`config.mk`:
```
export PLATFORM = sky130hd
export DESIGN_NAME = trng_whitener
export DESIGN_NICKNAME = d
export VERILOG_FILES = /design/src/rtl/trng_whitener.sv
export SDC_FILE = /design/constraint.sdc
export NUM_CORES = 1
export LEC_CHECK = 0
export CORE_MARGIN = 8
export CORE_UTILIZATION = 50
export DETAILED_ROUTE_END_ITERATION = 10
export MAX_ROUTING_LAYER = met4
export PLACE_DENSITY = 0.7
export SLEW_MARGIN = 20
export SYNTH_ARGS = -nofsm -noshare
export SYNTH_HDL_FRONTEND = slang
export SYNTH_SLANG_ARGS = --single-unit
```
`constraint.sdc`:
```
create_clock -name clk -period 3 [get_ports clk]
set_clock_uncertainty 0.05 [all_clocks]
set_input_delay 0.75 -clock clk [delete_from_list [all_inputs] [get_ports clk]]
set_output_delay 0.75 -clock clk [all_outputs]
set_load 0.02 [all_outputs]
```
`src/rtl/trng_whitener.sv`:
```
// Von Neumann debiaser for the raw random-bit source: packs debiased bits MSB-first into
// bytes, buffers them in a small valid/ready FIFO and runs a sticky repetition-count health test.
module trng_whitener #(
    parameter int DEPTH     = 4,
    parameter int REP_LIMIT = 32
) (
    input  logic                     clk,
    input  logic                     rst_n,
    input  logic                     enable,
    input  logic                     raw_bit,
    input  logic                     raw_valid,
    input  logic                     clear_fail,
    output logic [7:0]               out_data,
    output logic                     out_valid,
    input  logic                     out_ready,
    output logic [$clog2(DEPTH):0]   fifo_count,
    output logic                     overflow,
    output logic                     health_fail
);

    localparam int AW = $clog2(DEPTH);
    localparam int CW = AW + 1;
    localparam int RW = $clog2(REP_LIMIT + 1);
    localparam logic [CW-1:0] DEPTH_C = CW'(DEPTH);
    localparam logic [RW-1:0] REP_C   = RW'(REP_LIMIT);

    typedef enum logic {EMPTY, HAVE_FIRST} pair_state_t;

    pair_state_t    state, state_next;
    logic           first_bit, first_next;
    logic           emit;
    logic [2:0]     bit_cnt;
    logic [6:0]     shift;
    logic           push, push_ok, pop;
    logic [7:0]     push_data;
    logic [RW-1:0]  rep_cnt, rep_next;
    logic           last_bit;
    logic [7:0]     mem [DEPTH];
    logic [AW-1:0]  wr_ptr, rd_ptr;

    // Repetition counter: a zero count means no reference bit since reset/clear.
    always_comb begin
        rep_next = rep_cnt;
        if (rep_cnt == '0 || raw_bit != last_bit)
            rep_next = RW'(1);
        else if (rep_cnt != REP_C)
            rep_next = rep_cnt + 1'b1;
    end

    always_ff @(posedge clk or negedge rst_n) begin
        if (!rst_n) begin
            rep_cnt     <= '0;
            last_bit    <= 1'b0;
            health_fail <= 1'b0;
        end else if (clear_fail) begin
            rep_cnt     <= '0;
            health_fail <= 1'b0;
        end else if (raw_valid) begin
            rep_cnt  <= rep_next;
            last_bit <= raw_bit;
            if (rep_next == REP_C)
                health_fail <= 1'b1;
        end
    end

    always_ff @(posedge clk or negedge rst_n) begin
        if (!rst_n) begin
            state     <= EMPTY;
            first_bit <= 1'b0;
        end else begin
            state     <= state_next;
            first_bit <= first_next;
        end
    end

    always_comb begin
        state_next = state;
        first_next = first_bit;
        emit       = 1'b0;
        if (clear_fail || !enable) begin
            state_next = EMPTY;
        end else if (raw_valid && !health_fail) begin
            case (state)
                EMPTY: begin
                    first_next = raw_bit;
                    state_next = HAVE_FIRST;
                end
                HAVE_FIRST: begin
                    emit       = (raw_bit != first_bit);
                    state_next = EMPTY;
                end
                default: state_next = EMPTY;
            endcase
        end
    end

    // The emitted bit is always the first bit of the unequal pair.
    assign push      = emit && (bit_cnt == 3'd7);
    assign push_data = {shift, first_bit};

    always_ff @(posedge clk or negedge rst_n) begin
        if (!rst_n) begin
            bit_cnt <= '0;
            shift   <= '0;
        end else if (clear_fail || !enable) begin
            bit_cnt <= '0;
            shift   <= '0;
        end else if (emit) begin
            bit_cnt <= bit_cnt + 1'b1;
            shift   <= {shift[5:0], first_bit};
        end
    end

    assign out_valid = (fifo_count != '0);
    assign out_data  = out_valid ? mem[rd_ptr] : 8'h00;
    assign pop       = out_valid && out_ready;
    assign push_ok   = push && ((fifo_count != DEPTH_C) || pop);

    always_ff @(posedge clk) begin
        if (push_ok)
            mem[wr_ptr] <= push_data;
    end

    always_ff @(posedge clk or negedge rst_n) begin
        if (!rst_n) begin
            wr_ptr     <= '0;
            rd_ptr     <= '0;
            fifo_count <= '0;
            overflow   <= 1'b0;
        end else begin
            if (push_ok)
                wr_ptr <= wr_ptr + 1'b1;
            if (pop)
                rd_ptr <= rd_ptr + 1'b1;
            if (push && !push_ok)
                overflow <= 1'b1;
            case ({push_ok, pop})
                2'b10:   fifo_count <= fifo_count + 1'b1;
                2'b01:   fifo_count <= fifo_count - 1'b1;
                default: fifo_count <= fifo_count;
            endcase
        end
    end

endmodule

```
; ---- Yosys cells after proc, flatten, opt, wreduce, memory -nomap -nowiden
; Memory sizes are Yosys's and may differ from the RTL's.
; Cells that the tools add are included.
[op_classes]
n_eq_ne = 8
mul = 0
n_lt_le_gt_ge = 0
muxes = 21
n_reduce_logical = 21
n_shift = 0
n_bitwise = 3
n_div = 0
addsub = 6
[op_table]
columns = cell, n
row1 = 2-to-1 mux 6 bit, 4
row2 = 2-to-1 mux 7 bit, 2
row3 = 2-to-1 mux 1 bit, 10
row4 = nonzero test 2 bit, 5
row5 = 2-to-1 mux 8 bit, 1
row6 = adder 3 x 1 -> 3 bit (second input constant), 2
row7 = adder 6 x 1 -> 6 bit (second input constant), 1
row8 = equality test 6 bit (second input constant), 1
row9 = logical NOT 6 bit, 1
row10 = 2-to-1 mux 3 bit, 2
row11 = != test 6 bit (second input constant), 1
row12 = case mux 3 bit (2 select lines), 1
row13 = logical AND 1 bit, 5
row14 = adder 2 x 1 -> 2 bit (second input constant), 2
row15 = AND reduction 2 bit, 2
row16 = equality test 3 bit (second input constant), 1
row17 = logical NOT 1 bit, 3
row18 = logical OR 1 bit, 3
row19 = != test 3 bit (second input constant), 1
row20 = inverter 1 bit, 3
row21 = AND reduction 3 bit, 1
row22 = nonzero test 3 bit, 1
row23 = subtractor 3 x 1 -> 3 bit (second input constant), 1
row24 = equality test 2 x 1 -> 1 bit (second input constant), 1
row25 = 3 further kinds, 4
[totals]
out_inout_bits = 14
register_bits = 28
romBits = 0
mem_bits_rw = 32
latchBits = 0
n_memories = 1
[mem_list]
columns = name, depth, word_bits, rd, rd_clocked_by_memory_dff, write_ports, line
row1 = mem, 4, 8, 1, 0, 1, 38  ; logic [7:0] mem [DEPTH];

; ---- Longest topological paths before layout
; Gate-level depths: netlist of run 1.
[depth]
word_depth = 8
mapped_depth = 10
depth_no_buf = 9

; ---- Worst setup path before layout of run 1
; No wires, ideal clock.
[synth_timing]
kind = input port to flip-flop
start = input raw_valid
end = register fifo_count[1]
path_stages = 8
setup_slack_ns = 0.339
n_path_buf = 2
arrival_ns = 2.538
setup_time_ns = 0.073
t_required_ns = 2.877
path_cell_list = clkbuf_1 nand3b_1 or3b_1 buf_6 nand2_1 fa_1 a2111oi_2 a2bb2oi_2
[synth_via]
elab_chain_len = 7
word_cells_on_any_way = 9
[synth_rtl]
columns = element, line
row1 = "start, declared", 11  ; input logic raw_valid,
row2 = logical AND 1 bit *, 82  ; end else if (raw_valid && !health_fail) begin
row3 = 2-to-1 mux 1 bit *, 82
row4 = 2-to-1 mux 1 bit *, 80  ; if (clear_fail || !enable) begin
row5 = logical AND 1 bit *, 98  ; assign push = emit && (bit_cnt == 3'd7);
row6 = logical AND 1 bit *, 117  ; assign push_ok = push && ((fifo_count != DEPTH_C) || pop);
row7 = equality test 2 x 1 -> 1 bit or equality test 2 bit (tied branches), 137  ; case ({push_ok, pop})
row8 = case mux 3 bit (2 select lines) or nonzero test 2 bit (tied branches), --
row9 = "end signal, assigned", 138  ; 2'b10: fifo_count <= fifo_count + 1'b1;
row10 = "end signal, assigned", 139  ; 2'b01: fifo_count <= fifo_count - 1'b1;
row11 = "end signal, assigned", 140  ; default: fifo_count <= fifo_count;
row12 = "end, declared", 16  ; output logic [$clog2(DEPTH):0] fifo_count,
; Mark *: on every way between the ends. The rest lies on a longest branch, timed or not.
; A chain may end at the register's enable or synchronous reset.

; ---- Worst setup path in the final report of run 1
[layout_timing]
start = register rd_ptr[0]
end = output out_data[4]
[layout_via]
elab_chain_len = 2
[layout_rtl]
columns = element, line
row1 = "start, declared", 39  ; logic [AW-1:0] wr_ptr, rd_ptr;
row2 = "start signal, assigned", 134  ; rd_ptr <= rd_ptr + 1'b1;
row3 = memory read (4 x 8 bit), --
row4 = 2-to-1 mux 8 bit, 115  ; assign out_data = out_valid ? mem[rd_ptr] : 8'h00;
row5 = "end, declared", 13  ; output logic [7:0] out_data,
; Every way passes these cells.

==> impl_metrics.ini, run 1 <==
[grt]
grt_use_met3_pct = 3.37
grt_max_degree = 29
grt-ovfl-total = 0
grt_pass1_vias = 1822
antenna_found_initial = 0
use_met2_pct = 23.4
grt_most_used_layer = met2
grt_pass1_wl_um = 8980
grt_use_met1_pct = 15.8
grtUsageTotal_pct = 14.3

[die]
rows = 27
die-area_mm2 = 0.00828
dieHeight_um = 91
core_mm2 = 0.00547
initial_core_util_pct = 51.4
ios = 21
die_x_um = 91

[layout]
area_growth_pct = 24.3
regArea_mm2 = 0.00166
nNetsFinal = 274
multi_input_area_mm2 = 0.00108
num_antenna_cells = 0
final_cell_mix = edfxtp_1, dfrtp_1, nor2_1
drive_above_1_share_pct = 18.6
post-route-util_pct = 63.9
nFillCells = 439
layout_commonest_cell = edfxtp_1

[setup_path]
critPathMaxStageDelay_ps = 530
worstSetupPathType = reg -> out
critPathRequiredTime_ps = 2200
worst_setup_path_start_kind = flip-flop
cp_slowest_cell = clkdlybuf4s50_1
crit_chain = buf_4, mux4_2, nor2b_1, clkdlybuf4s50_1
cp-end-kind = output pin
r2r_slack_ps = 660
crit_fanout = 5
crit_arrival_ps = 2040

[power]
p_int_mw = 1.81
pwr-share-clk_pct = 34.1
p_seq_share_pct = 39.1
p_leak_nw = 1.35
peakVddDrop_mv = 0.565
switching_share_pct = 28.5
powerDensity_mw_per_mm2 = 722
power_frac_comb_pct = 26.8
switchingPower_mw = 0.719
power.total_mw = 2.52

[synthesis]
syn_nets = 232
synthesis.instances = 216
synth_edf_count = 32
synthDistinctLibCells = 42
synth_area_leaders = edfxtp_1, dfrtp_1, mux4_2
synth_area_mm2 = 0.00281
synth_top_area_share_pct = 34.2
syn_avg_cell_area_um2 = 13.0
seq_area_frac_synth_pct = 59.1
yosys_warnings = 0
synth_area_leader_cell = edfxtp_1
synth-async-reset-ratio_pct = 46.7
ys.flop_type = edfxtp_1
ys_ff_latch = 60

[route]
drt-initial-drc-count = 74
drt_pre_antenna_iters = 4
vias_per_cell = 5.30
ant_nets = 0
drc = 0
avgRoutedWirePerCell_um = 16.1
vias = 1775
drt_wl_total_um = 5400

[clock_tree]
post_cts_buffers = 0
cts.reportedPaths.clkPinSlew_ps = 70
ctsHtreeMaxLevel = 3
clk_latency_ps = 330
cts_tree = built
clockBufferDepth = 2
root_buffer = clkbuf_8
cts_resized = 0
cts_buffers = 9
cts_hold_buf = 0
cts_sinks = 60

[sta]
finalSetupViolCount = 0
fin_crit_sh_pct = 94.8
report.final.slew_viol_count = 0
relSlewSlack_pct = 70.2
hold_viol = 0
max_freq_mhz = 352
tightest_slew_ps = 441
final.min_clock_period_ps = 2840
rsz0062_at_grt = no
fin_setup_tns_ps = 0
whs_ps = 438

[placed_design]
place_hpwl_um = 3750
numPortBuffers = 20
place_congestion = 0.884

[min_path]
min_path_type = reg -> reg

[status]
outcome = completed

[job]
max_cap_violations = 0
==> logic make-up after synthesis <==
family          Yosys count  share of synthesized area [%]
compound gates           27                           6.63
xor+xnor                 12                           4.00
fa+ha+maj                 9                           4.27
buf+inv                  16                           2.45
flops                    60                           59.1
mux                      18                           10.0
simple gates             74                           13.6
==> power by group through the flow <==
stage	Combinational [mW]	Clock [mW]	Sequential, mW
after floorplan	0.414	0	0.986
after global placement	0.675	0	0.999
after detailed placement	0.686	0	1.00
after CTS	0.689	0.875	0.987
after global routing	0.732	0.915	0.993
final	0.675	0.861	0.987
==> registers in the layout, summed over array words and instances (netlist names) <==
register and count:
shift 7, overflow 1, bit_cnt 3, first_bit 1, rep_cnt 6, wr_ptr 2, state 1, health_fail 1
rd_ptr 2, mem 32, fifo_count 3, last_bit 1
==> cell type report <==
cell class	count	share of cell area, %
Sequential cell	60	47.5
Multi-Input combinational cell	140	31.0
Timing Repair Buffer	39	11.2
Clock buffer	9	3.54
Clock inverter	7	3.29
Tap cell	72	2.58
Inverter	8	0.859
==> stage by stage <==
| stage | instances | cell area [µm²] | worst slack (ps) |
|---|---|---|---|
| detailed placement | 319 | 3260 | 76.9 |
| finish | 335 | 3500 | 157 |
| global placement | 319 | 3260 | 111 |
| floorplan | 216 | 2810 | 339 |
| global route | 335 | 3500 | 70.2 |
| CTS | 335 | 3500 | 122 |
==> path summary, 6_finish.rpt <==
path | from | end | cells after the start
setup / recovery | rd_ptr[0]$_DFFE_PN0P_ | out_data[4] | 4
hold / removal | overflow$_DFFE_PN0P_ | overflow$_DFFE_PN0P_ | 1
setup reg to reg | bit_cnt[0]$_DFFE_PN0P_ | fifo_count[1]$_DFFE_PN0P_ | 8
hold reg to reg | overflow$_DFFE_PN0P_ | overflow$_DFFE_PN0P_ | 1
max in group asynchronous | rst_n | shift[3]$_DFFE_PN0P_ | 2
min in group asynchronous | rst_n | shift[5]$_DFFE_PN0P_ | 2
==> critical path, delay by kind of cell, from the launching register on <==
kind | cells | cell delay (ps)
multiplexers | 1 | 500
AND/OR/NAND/NOR | 1 | 140
flip-flops | 1 | 350
buffers and inverters | 2 | 710
==> cell usage after synthesis (3+ instances only) <==
cell type / n
mux4_2: 8
inv_1: 8
o21ai_0: 6
nor2_1: 24
dfrtp_1: 28
and2_1: 4
nand2_1: 15
nand2b_1: 3
a21oi_1: 7
nand3b_1: 4
ha_1: 8
edfxtp_1: 32
mux2i_1: 9
nor2b_1: 12
xnor2_1: 9
clkbuf_1: 5
==> per-layer routing <==
layer  routed length, µm  share of wire [%]  vias up
met1                2370                 44      855
li1                    -                  -      868
met3                 182                3.4       10
met4                 107                2.0        0
met2                2730                 51       42
met5                   0                  0        -
(Power assumes the default switching activity.)
==> run 2: changes to the inputs <==
Settings changed: MAX_ROUTING_LAYER met4 to default.
==> run 2 against run 1 <==
Largest cell class unchanged. Utilization unchanged. Highest routed layer unchanged. Global-route usage shrank 0.42 points. Via count rose by 0.85%. Non-clock buffer count did not move. Maximum frequency rose by 0.14%. Power about the same.
==> impl_metrics.ini, run 2 (synthesis results as in run 1) <==
[status]
outcome = completed

[placed_design]
numPortBuffers = 20
pre_cts_slack_ps = 76.9
place_hpwl_um = 3750
dp_cells = 319
place_congestion = 0.870

[layout]
num_antenna_cells = 0
drive_above_1_share_pct = 18.6
multi_input_area_mm2 = 0.00108
nNetsFinal = 274
top_register = mem
layout_commonest_cell = edfxtp_1
final_cell_mix = edfxtp_1, dfrtp_1, nor2_1
regArea_mm2 = 0.00166
reg.largest.list = mem (32), shift (7), rep_cnt (6)
fin_cells = 335
largest_register_ffs = 32
area_growth_pct = 24.3
nFillCells = 439

[setup_path]
path_buf_inv = 2
crit_arrival_ps = 2040
cp-end-kind = output pin
cpLargestDelayFamily = buffers and inverters
worstSetupPathType = reg -> out
cp_slowest_cell = clkdlybuf4s50_1
crit_fanout = 5
critPathRequiredTime_ps = 2200
worst_setup_path_start_kind = flip-flop
crit_chain = buf_4, mux4_2, nor2b_1, clkdlybuf4s50_1
critPathMaxStageDelay_ps = 530

[clock_tree]
cts_tree = built
cts_resized = 0
clockBufferDepth = 2
ctsHtreeMaxLevel = 3
cts_buffers = 9
cts_hold_buf = 0
post_cts_buffers = 0
clk_latency_ps = 330
root_buffer = clkbuf_8
cts.reportedPaths.clkPinSlew_ps = 70
cts_sinks = 60

[die]
dieHeight_um = 91
initial_core_util_pct = 51.4
rows = 27
die_x_um = 91
die-area_mm2 = 0.00828
core_mm2 = 0.00547
ios = 21

[route]
vias_per_cell = 5.34
avgRoutedWirePerCell_um = 16.1
drt-initial-drc-count = 83
ant_nets = 0
vias = 1790
drt_pre_antenna_iters = 4
drc = 0
drt_wl_total_um = 5400

[job]
max_cap_violations = 0

[sta]
hold_viol = 0
relSlewSlack_pct = 70.3
max_freq_mhz = 352
final.min_clock_period_ps = 2840
rsz0062_at_grt = no
report.final.slew_viol_count = 0
finalSetupViolCount = 0
fin_setup_tns_ps = 0
setup_slack_ps = 161
fin_crit_sh_pct = 94.6
tightest_slew_ps = 439

[power]
switching_share_pct = 28.4
power.total_mw = 2.52
p_seq_share_pct = 39.1
peakVddDrop_mv = 0.566
pwr-share-clk_pct = 34.1
switchingPower_mw = 0.717
power_frac_comb_pct = 26.8
p_int_mw = 1.81
powerDensity_mw_per_mm2 = 722
p_leak_nw = 1.35

[grt]
antenna_found_initial = 0
grt_max_degree = 29
grtUsageTotal_pct = 13.9
grt-ovfl-total = 0
grt_pass1_vias = 1816
grt_pass1_wl_um = 8980

[min_path]
min_path_type = reg -> reg
run 2: cell counts in the layout (fill, tap and decap cells not counted):
No cell type changed its count.
run 2: final cells by class:
type                       instances  share of cell area (%)
clock buffer                       9                    3.54
tap                               72                    2.58
inverter                           8                   0.859
timing repair buffer              39                    11.2
sequential                        60                    47.5
clock inverter                     7                    3.29
multi-input combinational        140                    31.0
run 2: per-stage QoR:
| step | hold WS, ps | util, % | instance area (µm²) |
|---|---|---|---|
| 2_1_floorplan | 404 | - | 2810 |
| 3_3_place_gp | 421 | 59.5 | 3260 |
| 3_5_place_dp | 432 | 59.5 | 3260 |
| 4_1_cts | 446 | 63.9 | 3500 |
| 5_1_grt | 474 | 63.9 | 3500 |
| 6_report | 438 | 63.9 | 3500 |
run 2: final timing paths:
kind / depth (start not counted) / startpoint / slack [ps] / to
hold reg to reg: 1 / overflow$_DFFE_PN0P_ / 440 / overflow$_DFFE_PN0P_
max in group asynchronous: 2 / rst_n / 1870 / shift[3]$_DFFE_PN0P_
setup / recovery: 4 / rd_ptr[0]$_DFFE_PN0P_ / 160 / out_data[4]
setup reg to reg: 8 / bit_cnt[0]$_DFFE_PN0P_ / 660 / fifo_count[1]$_DFFE_PN0P_
min in group asynchronous: 2 / rst_n / 750 / shift[5]$_DFFE_PN0P_
hold / removal: 1 / overflow$_DFFE_PN0P_ / 440 / overflow$_DFFE_PN0P_
run 2: power by group through the flow:
stage | registers (mW) | logic (mW) | clock network (mW)
floorplan | 0.986 | 0.414 | 0
global route | 0.993 | 0.732 | 0.916
CTS | 0.987 | 0.689 | 0.875
detailed placement | 1.00 | 0.686 | 0
global placement | 0.999 | 0.675 | 0
finish | 0.987 | 0.676 | 0.859
run 2: routing by layer:
layer / track usage, % / vias up / routed length [µm]
li1: - / 870 / -
met1: 15.9 / 866 / 2380
met2: 23.2 / 44 / 2710
met3: 3.95 / 10 / 199
met4: 6.96 / 0 / 106
met5: 0 / - / 0
==> run 3: changes to the inputs <==
Settings changed: CORE_UTILIZATION 50 to 40, PLACE_DENSITY 0.7 to 0.58.
==> run 3 against run 2 <==
Sequential power shrank 0.6%. Hold slack lost 4.6 ps. Flip-flop and latch count is the same. Critical endpoint is now out_data[7]. Largest cell class unchanged. Register-to-register slack lost 30 ps. First-iteration DRC count grew 11%. Final area is essentially flat. Setup slack lost 4.1 ps. Highest routed layer unchanged.
==> impl_metrics.ini, run 3 (synthesis results as in run 1) <==
[route]
vias_per_cell = 4.92
drt_pre_antenna_iters = 4
drc = 0
ant_nets = 0
avgRoutedWirePerCell_um = 14.2
drt-initial-drc-count = 92
vias = 1767
drt_wl_total_um = 5100

[layout]
layout_commonest_cell = edfxtp_1
reg.largest.list = mem (32), shift (7), rep_cnt (6)
area_growth_pct = 24.2
multi_input_area_mm2 = 0.00108
largest_register_ffs = 32
final_cell_mix = edfxtp_1, dfrtp_1, nor2_1
num_antenna_cells = 0
nNetsFinal = 274
regArea_mm2 = 0.00166
top_register = mem
nFillCells = 602
drive_above_1_share_pct = 18.3

[sta]
fin_setup_tns_ps = 0
final.min_clock_period_ps = 2840
max_freq_mhz = 352
rsz0062_at_grt = no
hold_viol = 0
tightest_slew_ps = 495
fin_crit_sh_pct = 94.8
report.final.slew_viol_count = 0
relSlewSlack_pct = 66.5
finalSetupViolCount = 0

[clock_tree]
clk_latency_ps = 330
cts_resized = 0
cts_buffers = 9
clockBufferDepth = 2
post_cts_buffers = 0
cts_tree = built
cts_sinks = 60
cts_hold_buf = 0
ctsHtreeMaxLevel = 3
cts.reportedPaths.clkPinSlew_ps = 60
root_buffer = clkbuf_8

[setup_path]
critPathRequiredTime_ps = 2200
crit_arrival_ps = 2040
worstSetupPathType = reg -> out
worst_setup_path_start_kind = flip-flop
path_buf_inv = 2
cp_slowest_cell = clkdlybuf4s50_1
critPathMaxStageDelay_ps = 540
crit_fanout = 10
cp-end-kind = output pin
cpLargestDelayFamily = buffers and inverters
crit_chain = buf_4, mux4_2, nor2b_1, clkdlybuf4s50_1

[grt]
grt_pass1_vias = 1799
antenna_found_initial = 0
grt_pass1_wl_um = 8870
grt_max_degree = 29
grt-ovfl-total = 0
grtUsageTotal_pct = 11.6

[die]
die-area_mm2 = 0.00997
rows = 30
core_mm2 = 0.00679
die_x_um = 99.9
dieHeight_um = 99.9
initial_core_util_pct = 41.4
ios = 21

[power]
peakVddDrop_mv = 0.337
powerDensity_mw_per_mm2 = 694
power.total_mw = 2.42
p_leak_nw = 1.34

[placed_design]
place_hpwl_um = 3760
place_congestion = 0.838
numPortBuffers = 20

[min_path]
min_path_type = reg -> reg

[status]
outcome = completed

[job]
max_cap_violations = 0
==> run 3: changes by cell type in the layout (fill, tap and decap cells not counted), sizes merged <==
| cell | change |
|---|---|
| clkinv | +1 |
| clkinvlp | -1 |
| bufinv | -1 |
| clkbuf | +1 |
==> run 3: report_power, final <==
part           internal, mW  switching (mW)  total, mW
clock network         0.461           0.298      0.758
registers             0.907          0.0742      0.981
logic                 0.360           0.324      0.684
total                  1.73           0.697       2.42
==> run 3: layer usage <==
| metal | share of wire (%) | wire length (µm) | GRT usage, % | vias up |
|---|---|---|---|---|
| met4 | 1.6 | 84 | 5.47 | 0 |
| li1 | - | - | - | 864 |
| met1 | 48 | 2420 | 14.6 | 853 |
| met2 | 46 | 2360 | 17.3 | 42 |
| met5 | 0 | 0 | 0 | - |
| met3 | 4.5 | 228 | 4.08 | 8 |
==> run 3: area by class of cell <==
| type | instances | share of cell area, % |
|---|---|---|
| inverters | 8 | 0.860 |
| repair buffers | 39 | 11.2 |
| clock buffers | 10 | 3.65 |
| multi-input cells | 140 | 31.0 |
| well taps | 96 | 3.44 |
| flip-flops and latches | 60 | 47.6 |
| clock inverters | 6 | 2.26 |
==> run 3: stage by stage <==
stage	setup slack (ps)	instance area [µm²]	utilization (%)	hold WS, ps	instances
5_1_grt	40.8	3490	51.4	471	359
3_5_place_dp	60.6	3290	48.4	430	343
2_1_floorplan	339	2810	-	404	216
3_3_place_gp	110	3290	48.4	419	343
6_report	157	3490	51.4	434	359
4_1_cts	111	3490	51.4	445	359
==> run 3: worst paths after layout <==
check	start	endpoint	slack (ps)	cells after the start
max	rd_ptr[0]$_DFFE_PN0P_	out_data[7]	160	4
min	overflow$_DFFE_PN0P_	overflow$_DFFE_PN0P_	430	1
max reg2reg	bit_cnt[0]$_DFFE_PN0P_	fifo_count[1]$_DFFE_PN0P_	630	8
min reg2reg	overflow$_DFFE_PN0P_	overflow$_DFFE_PN0P_	430	1
max in group asynchronous	rst_n	rd_ptr[0]$_DFFE_PN0P_	1870	2
min in group asynchronous	rst_n	rep_cnt[1]$_DFFE_PN0P_	750	2
==> run 3: worst reg2reg max path, stage by stage (launching register included) <==
cell       delay (ps)
dfrtp_1           370
ha_1              160
ha_1              140
and3b_1           190
or3b_1            380
nand2_1            90
fa_1              440
a2111oi_2         340
a2bb2oi_2         150
